**src/rtl/macplus_kbd_pkg.sv**
```systemverilog
// Shared constants, FSM state type and key-event expansion helpers for the
// Macintosh Plus keyboard protocol front end.
package macplus_kbd_pkg;

  localparam logic [7:0] CMD_INQUIRY  = 8'h10;
  localparam logic [7:0] CMD_INSTANT  = 8'h14;
  localparam logic [7:0] CMD_MODEL    = 8'h16;
  localparam logic [7:0] CMD_TEST     = 8'h36;

  localparam logic [7:0] RSP_NULL     = 8'h7B;
  localparam logic [7:0] RSP_ACK      = 8'h7D;
  localparam logic [7:0] RSP_NAK      = 8'h77;
  localparam logic [7:0] PFX_KEYPAD   = 8'h79;
  localparam logic [7:0] PFX_SHIFT_DN = 8'h71;
  localparam logic [7:0] PFX_SHIFT_UP = 8'hF1;

  localparam logic [8:0] KEY_UNMAPPED = 9'h07F;

  typedef enum logic [1:0] {
    ST_IDLE = 2'd0,
    ST_WAIT = 2'd1,
    ST_RESP = 2'd2
  } kbd_state_e;

  // ev = {make, class[1:0], code[6:0]}; idx selects the byte within the event.
  function automatic logic [7:0] key_byte(input logic [9:0] ev, input logic [1:0] idx);
    logic [7:0] c;
    logic [7:0] b;
    c = {~ev[9], ev[6:0]};
    b = c;
    case (ev[8:7])
      2'd1: b = (idx == 2'd0) ? PFX_KEYPAD : c;
      2'd3: begin
        if (ev[9]) begin
          b = (idx == 2'd0) ? PFX_SHIFT_DN : (idx == 2'd1) ? PFX_KEYPAD : c;
        end else begin
          b = (idx == 2'd0) ? PFX_KEYPAD : (idx == 2'd1) ? c : PFX_SHIFT_UP;
        end
      end
      default: b = c;
    endcase
    return b;
  endfunction

  function automatic logic key_last(input logic [1:0] cls, input logic [1:0] idx);
    logic last;
    case (cls)
      2'd1:    last = (idx >= 2'd1);
      2'd3:    last = (idx >= 2'd2);
      default: last = 1'b1;
    endcase
    return last;
  endfunction

endpackage

```
**src/rtl/macplus_kbd_if.sv**
```systemverilog
// Key-event input, host command/reply handshake and overflow status bundle.
interface macplus_kbd_if;
  logic       key_strobe;
  logic       key_make;
  logic [8:0] key_mac;
  logic       cmd_valid;
  logic [7:0] cmd_data;
  logic       resp_valid;
  logic [7:0] resp_data;
  logic       resp_ready;
  logic       overflow;

  modport master (
    output key_strobe, key_make, key_mac, cmd_valid, cmd_data, resp_ready,
    input  resp_valid, resp_data, overflow
  );

  modport slave (
    input  key_strobe, key_make, key_mac, cmd_valid, cmd_data, resp_ready,
    output resp_valid, resp_data, overflow
  );
endinterface

```
**src/rtl/macplus_kbd_event_fifo.sv**
```systemverilog
// Synchronous key-event FIFO; a push while full is taken only if a pop
// happens on the same edge.
module kbd_event_fifo #(
  parameter int DEPTH = 8,
  parameter int W     = 10
) (
  input  logic         clk,
  input  logic         rst_n,
  input  logic         push_i,
  input  logic         pop_i,
  input  logic [W-1:0] din_i,
  output logic         full_o,
  output logic         empty_o,
  output logic [W-1:0] dout_o
);

  localparam int AW = $clog2(DEPTH);

  logic [AW:0]  wr_q;
  logic [AW:0]  rd_q;
  logic [W-1:0] mem_q [DEPTH];
  logic         wr_en;
  logic         rd_en;

  assign empty_o = (wr_q == rd_q);
  assign full_o  = (wr_q[AW] != rd_q[AW]) && (wr_q[AW-1:0] == rd_q[AW-1:0]);
  assign dout_o  = mem_q[rd_q[AW-1:0]];
  assign rd_en   = pop_i && !empty_o;
  assign wr_en   = push_i && (!full_o || rd_en);

  always_ff @(posedge clk or negedge rst_n) begin
    if (!rst_n) begin
      wr_q <= '0;
      rd_q <= '0;
    end else begin
      if (wr_en) wr_q <= wr_q + (AW+1)'(1);
      if (rd_en) rd_q <= rd_q + (AW+1)'(1);
    end
  end

  always_ff @(posedge clk) begin
    if (wr_en) mem_q[wr_q[AW-1:0]] <= din_i;
  end

endmodule

```
**src/rtl/macplus_kbd.sv**
```systemverilog
// Mac Plus keyboard host-protocol engine: queues translated key events and
// answers Inquiry/Instant/Model/Test commands one reply byte at a time.
//
//   state   | meaning
//   IDLE    | waiting for a host command
//   WAIT    | Inquiry parked until a key byte arrives or the timeout expires
//   RESP    | reply byte presented, waiting for resp_ready
module macplus_kbd
  import macplus_kbd_pkg::*;
#(
  parameter int         FIFO_DEPTH  = 8,
  parameter int         INQ_TIMEOUT = 8000000,
  parameter logic [7:0] MODEL_ID    = 8'h0B
) (
  input logic          clk,
  input logic          rst_n,
  macplus_kbd_if.slave kbd
);

  localparam int             CW       = $clog2(INQ_TIMEOUT + 1);
  localparam logic [CW-1:0]  CNT_LAST = CW'(INQ_TIMEOUT - 1);

  logic [1:0]    rst_sync_q;
  logic          rst_int_n;

  kbd_state_e    state_q;
  logic [CW-1:0] cnt_q;
  logic [1:0]    bidx_q;
  logic          resp_valid_q;
  logic [7:0]    resp_data_q;
  logic          key_reply_q;
  logic          overflow_q;

  logic          fifo_push;
  logic          fifo_pop;
  logic          fifo_full;
  logic          fifo_empty;
  logic [9:0]    fifo_dout;
  logic          have_key;
  logic [7:0]    key_byte_w;
  logic          key_last_w;

  // Assert asynchronously, release on a single clock edge for every flop.
  always_ff @(posedge clk or negedge rst_n) begin
    if (!rst_n) rst_sync_q <= 2'b00;
    else        rst_sync_q <= {rst_sync_q[0], 1'b1};
  end
  assign rst_int_n = rst_sync_q[1];

  assign fifo_push  = kbd.key_strobe && (kbd.key_mac != KEY_UNMAPPED);
  assign have_key   = !fifo_empty;
  assign key_byte_w = key_byte(fifo_dout, bidx_q);
  assign key_last_w = key_last(fifo_dout[8:7], bidx_q);
  assign fifo_pop   = (state_q == ST_RESP) && kbd.resp_ready && key_reply_q && key_last_w;

  kbd_event_fifo #(
    .DEPTH (FIFO_DEPTH),
    .W     (10)
  ) u_fifo (
    .clk     (clk),
    .rst_n   (rst_int_n),
    .push_i  (fifo_push),
    .pop_i   (fifo_pop),
    .din_i   ({kbd.key_make, kbd.key_mac}),
    .full_o  (fifo_full),
    .empty_o (fifo_empty),
    .dout_o  (fifo_dout)
  );

  always_ff @(posedge clk or negedge rst_int_n) begin
    if (!rst_int_n) begin
      state_q      <= ST_IDLE;
      cnt_q        <= '0;
      bidx_q       <= 2'd0;
      resp_valid_q <= 1'b0;
      resp_data_q  <= 8'h00;
      key_reply_q  <= 1'b0;
    end else begin
      case (state_q)
        ST_IDLE: begin
          if (kbd.cmd_valid) begin
            cnt_q       <= '0;
            key_reply_q <= 1'b0;
            case (kbd.cmd_data)
              CMD_INQUIRY: begin
                if (have_key) begin
                  resp_valid_q <= 1'b1;
                  resp_data_q  <= key_byte_w;
                  key_reply_q  <= 1'b1;
                  state_q      <= ST_RESP;
                end else begin
                  state_q <= ST_WAIT;
                end
              end
              CMD_INSTANT: begin
                resp_valid_q <= 1'b1;
                resp_data_q  <= have_key ? key_byte_w : RSP_NULL;
                key_reply_q  <= have_key;
                state_q      <= ST_RESP;
              end
              CMD_MODEL: begin
                resp_valid_q <= 1'b1;
                resp_data_q  <= MODEL_ID;
                state_q      <= ST_RESP;
              end
              CMD_TEST: begin
                resp_valid_q <= 1'b1;
                resp_data_q  <= RSP_ACK;
                state_q      <= ST_RESP;
              end
              default: begin
                resp_valid_q <= 1'b1;
                resp_data_q  <= RSP_NAK;
                state_q      <= ST_RESP;
              end
            endcase
          end
        end
        ST_WAIT: begin
          // A key byte wins over the timeout when both land on the same edge.
          if (have_key) begin
            resp_valid_q <= 1'b1;
            resp_data_q  <= key_byte_w;
            key_reply_q  <= 1'b1;
            cnt_q        <= '0;
            state_q      <= ST_RESP;
          end else if (cnt_q == CNT_LAST) begin
            resp_valid_q <= 1'b1;
            resp_data_q  <= RSP_NULL;
            key_reply_q  <= 1'b0;
            cnt_q        <= '0;
            state_q      <= ST_RESP;
          end else begin
            cnt_q <= cnt_q + CW'(1);
          end
        end
        ST_RESP: begin
          if (kbd.resp_ready) begin
            resp_valid_q <= 1'b0;
            key_reply_q  <= 1'b0;
            state_q      <= ST_IDLE;
            if (key_reply_q) bidx_q <= key_last_w ? 2'd0 : bidx_q + 2'd1;
          end
        end
        default: state_q <= ST_IDLE;
      endcase
    end
  end

  always_ff @(posedge clk or negedge rst_int_n) begin
    if (!rst_int_n)                               overflow_q <= 1'b0;
    else if (fifo_push && fifo_full && !fifo_pop) overflow_q <= 1'b1;
  end

  assign kbd.resp_valid = resp_valid_q;
  assign kbd.resp_data  = resp_data_q;
  assign kbd.overflow   = overflow_q;

endmodule

```
**src/flat_wrapper.sv**
```systemverilog
// flat-port wrapper written by rule: the top's interface ports become plain ports
module macplus_kbd_flat import macplus_kbd_pkg::*;
#(
  parameter int         FIFO_DEPTH  = 8,
  parameter int         INQ_TIMEOUT = 8000000,
  parameter logic [7:0] MODEL_ID    = 8'h0B
)
  (clk, rst_n, kbd_key_strobe, kbd_key_make, kbd_key_mac, kbd_cmd_valid, kbd_cmd_data, kbd_resp_ready, kbd_resp_valid, kbd_resp_data, kbd_overflow);
  macplus_kbd_if kbd_i ();
  input logic clk;
  input logic rst_n;
  input wire logic [$bits(kbd_i.key_strobe)-1:0] kbd_key_strobe;
  input wire logic [$bits(kbd_i.key_make)-1:0] kbd_key_make;
  input wire logic [$bits(kbd_i.key_mac)-1:0] kbd_key_mac;
  input wire logic [$bits(kbd_i.cmd_valid)-1:0] kbd_cmd_valid;
  input wire logic [$bits(kbd_i.cmd_data)-1:0] kbd_cmd_data;
  input wire logic [$bits(kbd_i.resp_ready)-1:0] kbd_resp_ready;
  output wire logic [$bits(kbd_i.resp_valid)-1:0] kbd_resp_valid;
  output wire logic [$bits(kbd_i.resp_data)-1:0] kbd_resp_data;
  output wire logic [$bits(kbd_i.overflow)-1:0] kbd_overflow;
  assign kbd_i.key_strobe = kbd_key_strobe;
  assign kbd_i.key_make = kbd_key_make;
  assign kbd_i.key_mac = kbd_key_mac;
  assign kbd_i.cmd_valid = kbd_cmd_valid;
  assign kbd_i.cmd_data = kbd_cmd_data;
  assign kbd_i.resp_ready = kbd_resp_ready;
  assign kbd_resp_valid = kbd_i.resp_valid;
  assign kbd_resp_data = kbd_i.resp_data;
  assign kbd_overflow = kbd_i.overflow;
  macplus_kbd #(.FIFO_DEPTH(FIFO_DEPTH), .INQ_TIMEOUT(INQ_TIMEOUT), .MODEL_ID(MODEL_ID)) u_core (.clk(clk), .rst_n(rst_n), .kbd(kbd_i));
endmodule
```
**config.mk**
```make
export PLATFORM = sky130hd
export DESIGN_NAME = macplus_kbd_flat
export DESIGN_NICKNAME = d
export VERILOG_FILES = /design/src/rtl/macplus_kbd_pkg.sv /design/src/rtl/macplus_kbd_if.sv /design/src/rtl/macplus_kbd_event_fifo.sv /design/src/rtl/macplus_kbd.sv /design/src/flat_wrapper.sv
export SDC_FILE = /design/constraint.sdc
export NUM_CORES = 1
export LEC_CHECK = 0
export ABC_CLOCK_PERIOD_IN_PS = 2100
export BUFFER_PORTS_ARGS = -buffer_cell sky130_fd_sc_hd__buf_4
export CAP_MARGIN = 10
export CORE_AREA = 2 2 101 127
export CTS_CLUSTER_SIZE = 12
export DETAILED_ROUTE_END_ITERATION = 6
export DIE_AREA = 0 0 103 129
export HOLD_SLACK_MARGIN = 0.06
export PLACE_DENSITY = 0.65
export SYNTH_ARGS = -nofsm -noshare
export SYNTH_HDL_FRONTEND = slang
export SYNTH_HIERARCHICAL = 1
export SYNTH_SLANG_ARGS = --single-unit
```
**constraint.sdc**
```tcl
create_clock -name clk -period 2.1 [get_ports clk]
set_clock_uncertainty 0.2 [all_clocks]
set_input_delay 0.42 -clock clk [delete_from_list [all_inputs] [get_ports clk]]
set_output_delay 0.42 -clock clk [all_outputs]
set_load 0.05 [all_outputs]
```
==> results of run 1 <==
==> cells in the mapped netlist (all sizes together) (11+ instances only) <==
| master | n |
|---|---|
| nor3 | 11 |
| mux4 | 20 |
| edfxtp | 80 |
| o21ai | 14 |
| dfrtp | 48 |
| ha | 12 |
| nor2 | 36 |
| buf | 11 |
| xnor2 | 15 |
| xor2 | 12 |
| mux2 | 18 |
| nand3 | 15 |
| nand2 | 30 |
==> layer usage <==
metal  track usage  vias to the layer above  wire, µm
li1              -                     1906         -
met1        0.2797                     2006      5556
met2        0.3919                      108      7832
met3       0.04563                       28       577
met4        0.1184                        0       590
met5             0                        -         0
==> flip-flops by register name, indices dropped and copies added (netlist names) <==
signal and cells:
u_core/u_fifo/wr_q 4, u_core/key_reply_q 1, u_core/u_fifo/mem_q 80, u_core/kbd.resp_data 8, u_core/cnt_q 23, u_core/rst_sync_q 2
u_core/state_q 2, u_core/kbd.resp_valid 1, u_core/kbd.overflow 1, u_core/u_fifo/rd_q 4, u_core/bidx_q 2
==> logic make-up (layout without fill, tap and decap cells) <==
logic type | count (synthesis) | in the layout
flops | 128 | 128
compound gates | 49 | 49
mux | 42 | 42
fa+ha+maj | 12 | 12
buf+inv | 26 | 183
other cells | 1 | 1
xor+xnor | 27 | 27
simple gates | 138 | 139
==> power breakdown <==
part | switching [mW] | internal (mW) | leakage (nW)
sequential | 0.164 | 3.05 | 1.35
clock | 1.13 | 1.64 | 0.267
combinational | 1.41 | 1.17 | 1.66
==> area by class of cell <==
type	instances	area, µm²
Timing Repair Buffer	144	1259
Tap cell	164	205.2
Fill cell	844	3696
Multi-Input combinational cell	270	2690
Inverter	8	35.03
Clock inverter	14	132.6
Sequential cell	128	3606
Clock buffer	17	425.4
==> timing repair <==
item                       CTS  global route
setup buffers               10            15
gates cloned                 4             3
hold buffers                 2             0
hold endpoints to repair     8             0
pin swaps                    5            21
setup endpoints to repair  126           126
gates resized for setup     48            52
==> how the worst max path moves through the flow <==
| stage | cells after the start | startpoint | endpoint | slack [ps] |
|---|---|---|---|---|
| after floorplan | 11 | u_core/u_fifo/rd_q[0]$_DFFE_PN0P_ | u_core/u_fifo/mem_q[3][0]$_DFFE_PP_ | -1130 |
| after global placement | 9 | u_core/u_fifo/rd_q[0]$_DFFE_PN0P_ | u_core/u_fifo/mem_q[5][0]$_DFFE_PP_ | -870 |
| after detailed placement | 9 | u_core/u_fifo/rd_q[0]$_DFFE_PN0P_ | u_core/u_fifo/mem_q[6][5]$_DFFE_PP_ | -950 |
| after CTS | 9 | u_core/u_fifo/rd_q[0]$_DFFE_PN0P_ | u_core/u_fifo/mem_q[3][6]$_DFFE_PP_ | -760 |
| after global routing | 11 | u_core/u_fifo/rd_q[0]$_DFFE_PN0P_ | u_core/u_fifo/mem_q[0][3]$_DFFE_PP_ | -840 |
| final | 11 | u_core/u_fifo/rd_q[0]$_DFFE_PN0P_ | u_core/u_fifo/mem_q[0][1]$_DFFE_PP_ | -790 |
==> stage by stage <==
step	cells	cell area (µm²)	util	setup slack [ps]
after floorplan	423	6188	-	-1126
after global placement	684	7158	0.5941	-869.2
after detailed placement	684	7158	0.5941	-954.5
after CTS	731	8039	0.6672	-756.0
after global routing	745	8353	0.6933	-843.4
final	745	8353	0.6933	-786.6
==> critical path, cell delays in order (launching register included) <==
cell and delay, ps:
dfrtp_2 420, mux4_2 520, mux2_4 290, mux2_4 220, nand2_4 50, nand2b_4 90, inv_6 50, nor3_4 310
buf_6 160, nor4_4 30, buf_4 160, clkbuf_16 150
==> flow_metrics.py, run 1 <==
metrics = {
    "status": {
        "status": "finished with violations",
        "violations": "negative setup slack",
    },
    "flow_run": {
        "maxCapViolations": 0,
    },
    "grt": {
        "grt_usage": 0.2319,
        "grt_pass1_vias": 4244,
        "grt_antenna_before_repair": 0,
        "grt_overflow": 0,
        "grt_max_degree": 47,
        "grt_first_pass_wirelength_um": 22510,
    },
    "floorplan": {
        "pin_count": 33,
        "fp.dieW_um": 103,
        "fp-row-count": 45,
        "start_util": 0.4922,
        "design.core.area_um2": 12050,
        "die_h_um": 129,
        "die_area_um2": 13290,
    },
    "critical_path": {
        "r2r_setup_slack_ps": -790,
        "cp_max_fo": 5,
        "worstPathRequired_ps": 2080,
        "worst_setup_path_start_kind": "flip-flop",
        "endpoint_kind": "flip-flop",
        "reg2reg_from": "u_core/u_fifo/rd_q[0]$_DFFE_PN0P_",
        "crit_arrival_ps": 2870,
        "r2r-end": "u_core/u_fifo/mem_q[0][1]$_DFFE_PP_",
        "reg2regPathDepth": 11,
        "crit_type": "reg -> reg",
    },
    "finish": {
        "drive_above_1_share": 0.4991,
        "final_cell_mix": "117 x buf_4, 80 x edfxtp_1, 46 x dfrtp_1",
        "fin_nets": 604,
        "antenna_cells": 0,
        "mostFrequentLayoutCell": "buf_4",
        "syn2layout_area_growth_pct": 40.84,
    },
    "logic_synthesis": {
        "ys_types": 63,
        "synth_top_family_by_area": "simple AND/OR/NAND/NOR gates",
        "synth_cells": 423,
        "synth_edf_count": 80,
        "synth.top_cell.area_share": 0.4051,
        "syn_area_per_cell_um2": 14.02,
        "synth_warnings": 6,
        "synth-simple-area-share": 0.1232,
        "syn_nets": 458,
        "netlist_area_um2": 5931,
        "synth-xor-area-share": 0.04241,
        "yosys.area.top_type": "edfxtp_1",
        "synthMuxAreaShare": 0.1175,
        "yosysSeqAreaShare": 0.6076,
        "ys.flop_type": "edfxtp_1",
        "netlist_top_cells_area": "edfxtp_1 41%, dfrtp_1 20%, mux4_2 7.6%",
        "synth-seq-cells": 128,
        "synth_compound_area_frac": 0.05970,
        "ys_async_sr_fraction": 0.3750,
        "synthAdderAreaFrac": 0.02532,
    },
    "clock_tree": {
        "cts_made_buffers": 17,
        "cts_buffer_depth": 2,
        "cts.sinks": 128,
        "root_buffer": "clkbuf_16",
        "path_clk_slew_ps": 60,
        "cts_tree": "built",
        "worstSkewPairLatency_ps": 410,
        "htree_num_levels": 4,
    },
    "power_and_ir_drop": {
        "irDropWorstVdd_mv": 0.7454,
        "fin_total_pwr_mw": 8.570,
        "p_per_area_nw_per_um2": 1026,
        "leakagePower_nw": 3.279,
    },
    "placed_design": {
        "dp_hpwl_um": 9476,
        "gp_congestion": 0.8331,
        "port_buffers": 32,
    },
    "route": {
        "drt-initial-drc-count": 182,
        "drc_errors": 0,
        "routed_wl_um": 14560,
        "routed_via_density": 5.434,
        "dr.pass1.iters": 5,
        "vias": 4048,
        "antenna_left": 0,
        "drt-wirelength-per-cell_um": 19.54,
    },
    "sta": {
        "min_period_over_period": 1.375,
        "fin_ws_ps": -786.6,
        "timing.setup.tns_ps": -71950,
        "finalCriticalPeriod_ps": 2887,
        "fmax_mhz": 346.4,
        "final-setup-viol-count": 126,
        "worstMarginPinSlew_ps": 612.9,
        "max_slew_margin": 0.5914,
        "slew_violations": 0,
        "rsz0062_at_grt": "yes",
        "hold_violations": 0,
        "whs_ps": 133.9,
    },
    "min_path": {
        "hold_class": "in -> async",
    },
}
No activity file was read; power rests on OpenSTA's default activity.
==> run 2, diff against run 1 <==
Settings changed: ABC_CLOCK_PERIOD_IN_PS 2100 to 2700, SYNTH_HIERARCHICAL 1 to unset.
Clock period 2.1 ns to 2.7 ns, I/O delays scaled along.
==> run 2 against run 1 <==
  * The flow still finishes with violations (negative setup slack)
  * Fmax grew 2.8%
  * Combinational power is 43% lower
  * Clock power shrank 22%
  * Register-to-register slack improved by 680 ps
  * Power is 29% lower
  * Worst setup slack improved by 680 ps
  * Critical endpoint is now u_core.u_fifo.mem_q[2][9]$_DFFE_PP_
  * Highest routed layer unchanged
==> flow_metrics.py, run 2 <==
metrics = {
    "clock_tree": {
        "path_clk_slew_ps": 60,
        "cts_tree": "built",
        "cts_made_buffers": 17,
        "cts_buffer_depth": 2,
        "root_buffer": "clkbuf_16",
        "worstSkewPairLatency_ps": 420,
        "cts.sinks": 128,
        "htree_num_levels": 4,
    },
    "sta": {
        "min_period_over_period": 1.040,
        "fmax_mhz": 356.2,
        "hold_violations": 0,
        "rsz0062_at_grt": "yes",
        "max_slew_margin": 0.6275,
        "worstMarginPinSlew_ps": 558.7,
        "fin_ws_ps": -107.3,
        "slew_violations": 0,
        "finalCriticalPeriod_ps": 2807,
        "whs_ps": 58.20,
        "final-setup-viol-count": 38,
    },
    "critical_path": {
        "slowest_stage": "mux4_2",
        "worstPathRequired_ps": 2640,
        "crit_arrival_ps": 2750,
        "cpPeakStageDelay_ps": 520,
        "cp_top_family": "multiplexers",
        "r2r_setup_slack_ps": -110,
        "worstPathBufferInverterCount": 4,
        "reg2reg_from": "u_core.u_fifo.rd_q[1]$_DFFE_PN0P_",
        "r2r-end": "u_core.u_fifo.mem_q[2][9]$_DFFE_PP_",
        "crit_type": "reg -> reg",
        "path_cells": "buf_6 -> mux2i_1 -> mux4_2 -> nor3_4 -> o31ai_4 -> buf_6 -> or2_4 -> nor3_4 -> buf_12 -> buf_12",
        "reg2regPathDepth": 10,
        "worst_setup_path_start_kind": "flip-flop",
        "endpoint_kind": "flip-flop",
        "cp_max_fo": 5,
    },
    "finish": {
        "mostFrequentLayoutCell": "buf_4",
        "fillers": 969,
        "fin_nets": 583,
        "drive_above_1_share": 0.3321,
        "stdcell_area_um2": 7649,
        "final_cell_mix": "94 x buf_4, 80 x edfxtp_1, 45 x dfrtp_1",
        "antenna_cells": 0,
        "largest_reg_flops": 80,
        "syn2layout_area_growth_pct": 29.29,
        "final_cells": 727,
    },
    "floorplan": {
        "die_h_um": 129,
        "pin_count": 33,
        "fp.dieW_um": 103,
        "die_area_um2": 13290,
        "fp-row-count": 45,
        "design.core.area_um2": 12050,
        "start_util": 0.4910,
    },
    "route": {
        "routed_wl_um": 13050,
        "drc_errors": 0,
        "met2_length_um": 6983,
        "antenna_left": 0,
        "dr.pass1.iters": 4,
        "routed.top_layer": "met4",
        "wl_met1_um": 5303,
        "vias": 3982,
        "wl_met3_um": 421,
        "drt-wirelength-per-cell_um": 17.94,
        "routed_via_density": 5.477,
        "drt-initial-drc-count": 281,
    },
    "grt": {
        "grt_first_pass_wirelength_um": 20730,
        "grt_pass1_vias": 4122,
        "grt_max_degree": 26,
        "grt_usage": 0.2143,
        "grt_overflow": 0,
        "grt_antenna_before_repair": 0,
    },
    "placed_design": {
        "gp_congestion": 0.7930,
        "port_buffers": 32,
        "dp_hpwl_um": 8839,
        "dpl_cell_area_um2": 6833,
        "dp.cells": 679,
        "post-place-ws_ps": -386.1,
    },
    "logic_synthesis": {
        "yosys.area.top_type": "edfxtp_1",
        "netlist_area_um2": 5916,
        "syn_nets": 470,
        "yosysMostFrequentCell": "edfxtp_1",
        "ys_top_cells_by_count": "80 x edfxtp_1, 48 x dfrtp_1, 39 x nor2_1",
        "netlist_top_cells_area": "edfxtp_1 41%, dfrtp_1 20%, mux4_2 6.9%",
        "syn_area_per_cell_um2": 13.54,
        "yosysSeqAreaShare": 0.6091,
        "synth_edf_count": 80,
        "synth-seq-cells": 128,
        "ys_types": 64,
        "synth_cells": 437,
        "synth.top_cell.area_share": 0.4061,
        "synth_warnings": 0,
        "ys.flop_type": "edfxtp_1",
        "ys_async_sr_fraction": 0.3750,
    },
    "status": {
        "status": "finished with violations",
        "violations": "negative setup slack",
    },
    "flow_run": {
        "maxCapViolations": 0,
    },
    "min_path": {
        "hold_class": "reg -> async",
    },
    "power_and_ir_drop": {
        "p_per_area_nw_per_um2": 794.3,
        "irDropWorstVdd_mv": 0.6702,
        "leakagePower_nw": 2.896,
    },
}
==> run 2: repair_timing <==
action | CTS | global route
hold endpoints to repair | 2 | 0
hold buffers | 1 | 0
cloned | 1 | 0
buffers inserted | 13 | 2
setup endpoints to repair | 75 | 92
pin swaps | 10 | 5
resized for setup | 10 | 8
==> run 2: worst max path at each step <==
stage,start,to,cells after the start
final,u_core.u_fifo.rd_q[1]$_DFFE_PN0P_,u_core.u_fifo.mem_q[2][9]$_DFFE_PP_,10
after global routing,u_core.u_fifo.rd_q[1]$_DFFE_PN0P_,u_core.u_fifo.mem_q[2][9]$_DFFE_PP_,10
after CTS,u_core.u_fifo.rd_q[1]$_DFFE_PN0P_,u_core.u_fifo.mem_q[2][9]$_DFFE_PP_,10
after detailed placement,u_core.u_fifo.rd_q[1]$_DFFE_PN0P_,u_core.u_fifo.mem_q[4][5]$_DFFE_PP_,5
after global placement,u_core.u_fifo.rd_q[1]$_DFFE_PN0P_,u_core.u_fifo.mem_q[0][5]$_DFFE_PP_,6
after floorplan,u_core.u_fifo.rd_q[1]$_DFFE_PN0P_,u_core.u_fifo.mem_q[2][0]$_DFFE_PP_,7
==> run 2: logic make-up after synthesis <==
| kind of cell | synth area share |
|---|---|
| buf+inv | 0.02327 |
| compound gates | 0.07784 |
| flops | 0.6091 |
| xor+xnor | 0.03701 |
| mux | 0.1083 |
| other cells | 0.0006339 |
| fa+ha+maj | 0.02115 |
| simple gates | 0.1227 |
==> run 2: power by group <==
| group | leakage [nW] | total, mW | internal (mW) | switching (mW) |
|---|---|---|---|---|
| logic | 1.30 | 1.46 | 0.625 | 0.832 |
| clock network | 0.259 | 2.16 | 1.28 | 0.884 |
| registers | 1.34 | 2.46 | 2.35 | 0.101 |
==> run 2: through the flow <==
stage / setup TNS (ps) / util / total power [mW]
after floorplan: -3941 / - / 3.263
after global placement: -16130 / 0.5671 / 3.763
after detailed placement: -20440 / 0.5671 / 3.809
after CTS: -4563 / 0.6312 / 6.099
after global routing: -7786 / 0.6348 / 6.331
final: -1629 / 0.6348 / 6.076
==> run 2: final cells by class <==
cell class / count / area, µm² / share of cell area
sequential: 128 / 3607 / 0.4716
timing repair buffer: 108 / 948.4 / 0.1240
tap: 164 / 205.2 / 0.02683
multi-input combinational: 282 / 2278 / 0.2979
clock buffer: 19 / 432.9 / 0.05660
clock inverter: 13 / 127.6 / 0.01669
inverter: 13 / 48.80 / 0.006380
==> run 2: metal layers <==
metal,track usage,vias up
met5,0,-
met4,0.09598,0
met3,0.04671,21
met2,0.3724,77
met1,0.2520,2002
li1,-,1882
==> run 3, diff against run 2 <==
Settings changed: ABC_CLOCK_PERIOD_IN_PS 2700 to 3100.
Clock period 2.7 ns to 3.1 ns, I/O delays scaled along.
==> run 3 against run 2 <==
  * The flow now finishes without violations
  * Count of clock-buffer cells in the layout down 1
  * Combinational power fell by 37%
  * Hold slack improved by 100 ps
  * Critical endpoint is now u_core.u_fifo.mem_q[6][1]$_DFFE_PP_
==> flow_metrics.py, run 3 (synthesis results as in run 2) <==
metrics = {
    "status": {
        "status": "finished, final reports clean",
    },
    "min_path": {
        "hold-path-endpoint": "u_core.rst_sync_q[1]$_DFF_PN0_",
        "hold_class": "reg -> reg",
        "hp-start": "u_core.rst_sync_q[0]$_DFF_PN0_",
        "holdPathStages": 0,
    },
    "grt": {
        "grt_antenna_before_repair": 0,
        "grt_first_pass_wirelength_um": 19500,
        "grt_usage": 0.2005,
        "grt_max_degree": 47,
        "grt_overflow": 0,
        "grt_pass1_vias": 3820,
    },
    "floorplan": {
        "pin_count": 33,
        "start_util": 0.4910,
        "fp-row-count": 45,
        "fp.dieW_um": 103,
        "die_h_um": 129,
        "design.core.area_um2": 12050,
        "die_area_um2": 13290,
    },
    "route": {
        "routed_wl_um": 12330,
        "routed_via_density": 5.635,
        "drt-wirelength-per-cell_um": 18.37,
        "drc_errors": 0,
        "drt-initial-drc-count": 225,
        "dr.pass1.iters": 4,
        "vias": 3781,
        "antenna_left": 0,
    },
    "placed_design": {
        "dp.cells": 638,
        "dpl_cell_area_um2": 6452,
        "dp_hpwl_um": 8100,
        "port_buffers": 32,
        "gp_congestion": 0.8080,
    },
    "critical_path": {
        "r2r_setup_slack_ps": 150,
        "reg2regPathDepth": 7,
        "crit_arrival_ps": 2860,
        "worstPathRequired_ps": 3010,
        "crit_type": "reg -> reg",
        "cp_max_fo": 10,
        "worst_setup_path_start_kind": "flip-flop",
        "endpoint_kind": "flip-flop",
        "r2r-end": "u_core.u_fifo.mem_q[6][1]$_DFFE_PP_",
        "reg2reg_from": "u_core.u_fifo.rd_q[1]$_DFFE_PN0P_",
    },
    "sta": {
        "fmax_mhz": 339.0,
        "finalCriticalPeriod_ps": 2950,
        "rsz0062_at_grt": "no",
        "slew_violations": 0,
        "min_period_over_period": 0.9515,
        "final-setup-viol-count": 0,
        "worstMarginPinSlew_ps": 1059,
        "max_slew_margin": 0.2939,
        "hold_violations": 0,
        "timing.setup.tns_ps": 0,
    },
    "power_and_ir_drop": {
        "leakagePower_nw": 2.599,
        "p_per_area_nw_per_um2": 726.2,
        "irDropWorstVdd_mv": 0.5574,
        "fin_total_pwr_mw": 5.137,
    },
    "finish": {
        "mostFrequentLayoutCell": "edfxtp_1",
        "syn2layout_area_growth_pct": 19.56,
        "stdcell_area_um2": 7073,
        "largest_reg_flops": 80,
        "antenna_cells": 0,
        "fin_nets": 527,
        "final_cell_mix": "80 x edfxtp_1, 49 x buf_4, 47 x dfrtp_1",
        "final_cells": 671,
        "drive_above_1_share": 0.2387,
    },
    "clock_tree": {
        "cts_made_buffers": 17,
        "cts.sinks": 128,
        "root_buffer": "clkbuf_16",
        "htree_num_levels": 4,
        "path_clk_slew_ps": 60,
        "worstSkewPairLatency_ps": 420,
        "cts_tree": "built",
        "cts_buffer_depth": 2,
    },
    "flow_run": {
        "maxCapViolations": 0,
    },
}
-- run 3: cell type report --
type                       instances  area [µm²]
fill                             991        4976
sequential                       128        3605
multi-input combinational        282        2188
clock buffer                      18       429.2
timing repair buffer              52       417.9
tap                              164       205.2
clock inverter                    14       178.9
inverter                          13       48.80
-- run 3: per-stage QoR --
stage                     worst slack [ps]  utilization  hold slack (ps)
after floorplan                      50.50            -            124.4
after global placement               150.3       0.5355            142.1
after detailed placement            -10.08       0.5355            143.2
after CTS                            138.8       0.5868            166.3
after global routing                 19.03       0.5870            173.6
final                                150.3       0.5870            162.2
-- run 3: routing by layer --
| metal | vias up | GRT usage | routed length (µm) |
|---|---|---|---|
| li1 | 1773 | - | - |
| met2 | 69 | 0.3403 | 6384 |
| met1 | 1921 | 0.2469 | 5431 |
| met5 | - | 0 | 0 |
| met4 | 0 | 0.07895 | 197 |
| met3 | 18 | 0.04617 | 312 |
-- run 3: worst max-delay path: stages (launching register included) --
cell and delay (ps):
dfrtp_1 630, mux4_2 580, mux2_2 310, o2bb2ai_2 180, o31ai_4 100, or2_1 260, nor2_1 120, buf_4 240
-- run 3: power by group --
group,total (mW),switching (mW),internal [mW],leakage (nW)
combinational,0.916,0.566,0.351,0.960
clock,2.04,0.757,1.28,0.296
sequential,2.18,0.134,2.05,1.34
-- run 3: how the worst max path moves through the flow --
stage	endpoint	startpoint	slack [ps]	cells past startpoint
2_1_floorplan	u_core.u_fifo.mem_q[1][0]$_DFFE_PP_	u_core.u_fifo.rd_q[1]$_DFFE_PN0P_	50	7
3_3_place_gp	u_core.kbd.resp_data[5]$_DFFE_PN0P_	kbd_cmd_data[0]	150	7
3_5_place_dp	u_core.kbd.resp_data[5]$_DFFE_PN0P_	kbd_cmd_data[0]	-10	7
4_1_cts	u_core.u_fifo.mem_q[2][1]$_DFFE_PP_	u_core.u_fifo.rd_q[1]$_DFFE_PN0P_	140	7
5_1_grt	u_core.cnt_q[21]$_DFFE_PN0P_	u_core.u_fifo.rd_q[1]$_DFFE_PN0P_	20	6
6_report	u_core.u_fifo.mem_q[6][1]$_DFFE_PP_	u_core.u_fifo.rd_q[1]$_DFFE_PN0P_	150	7
-- run 3: repair_timing --
item	in CTS	in global routing
buffers inserted	0	0
gates resized for setup	0	1
hold buffers	1	0
endpoints found under the hold margin	2	0
setup endpoints to repair	0	1
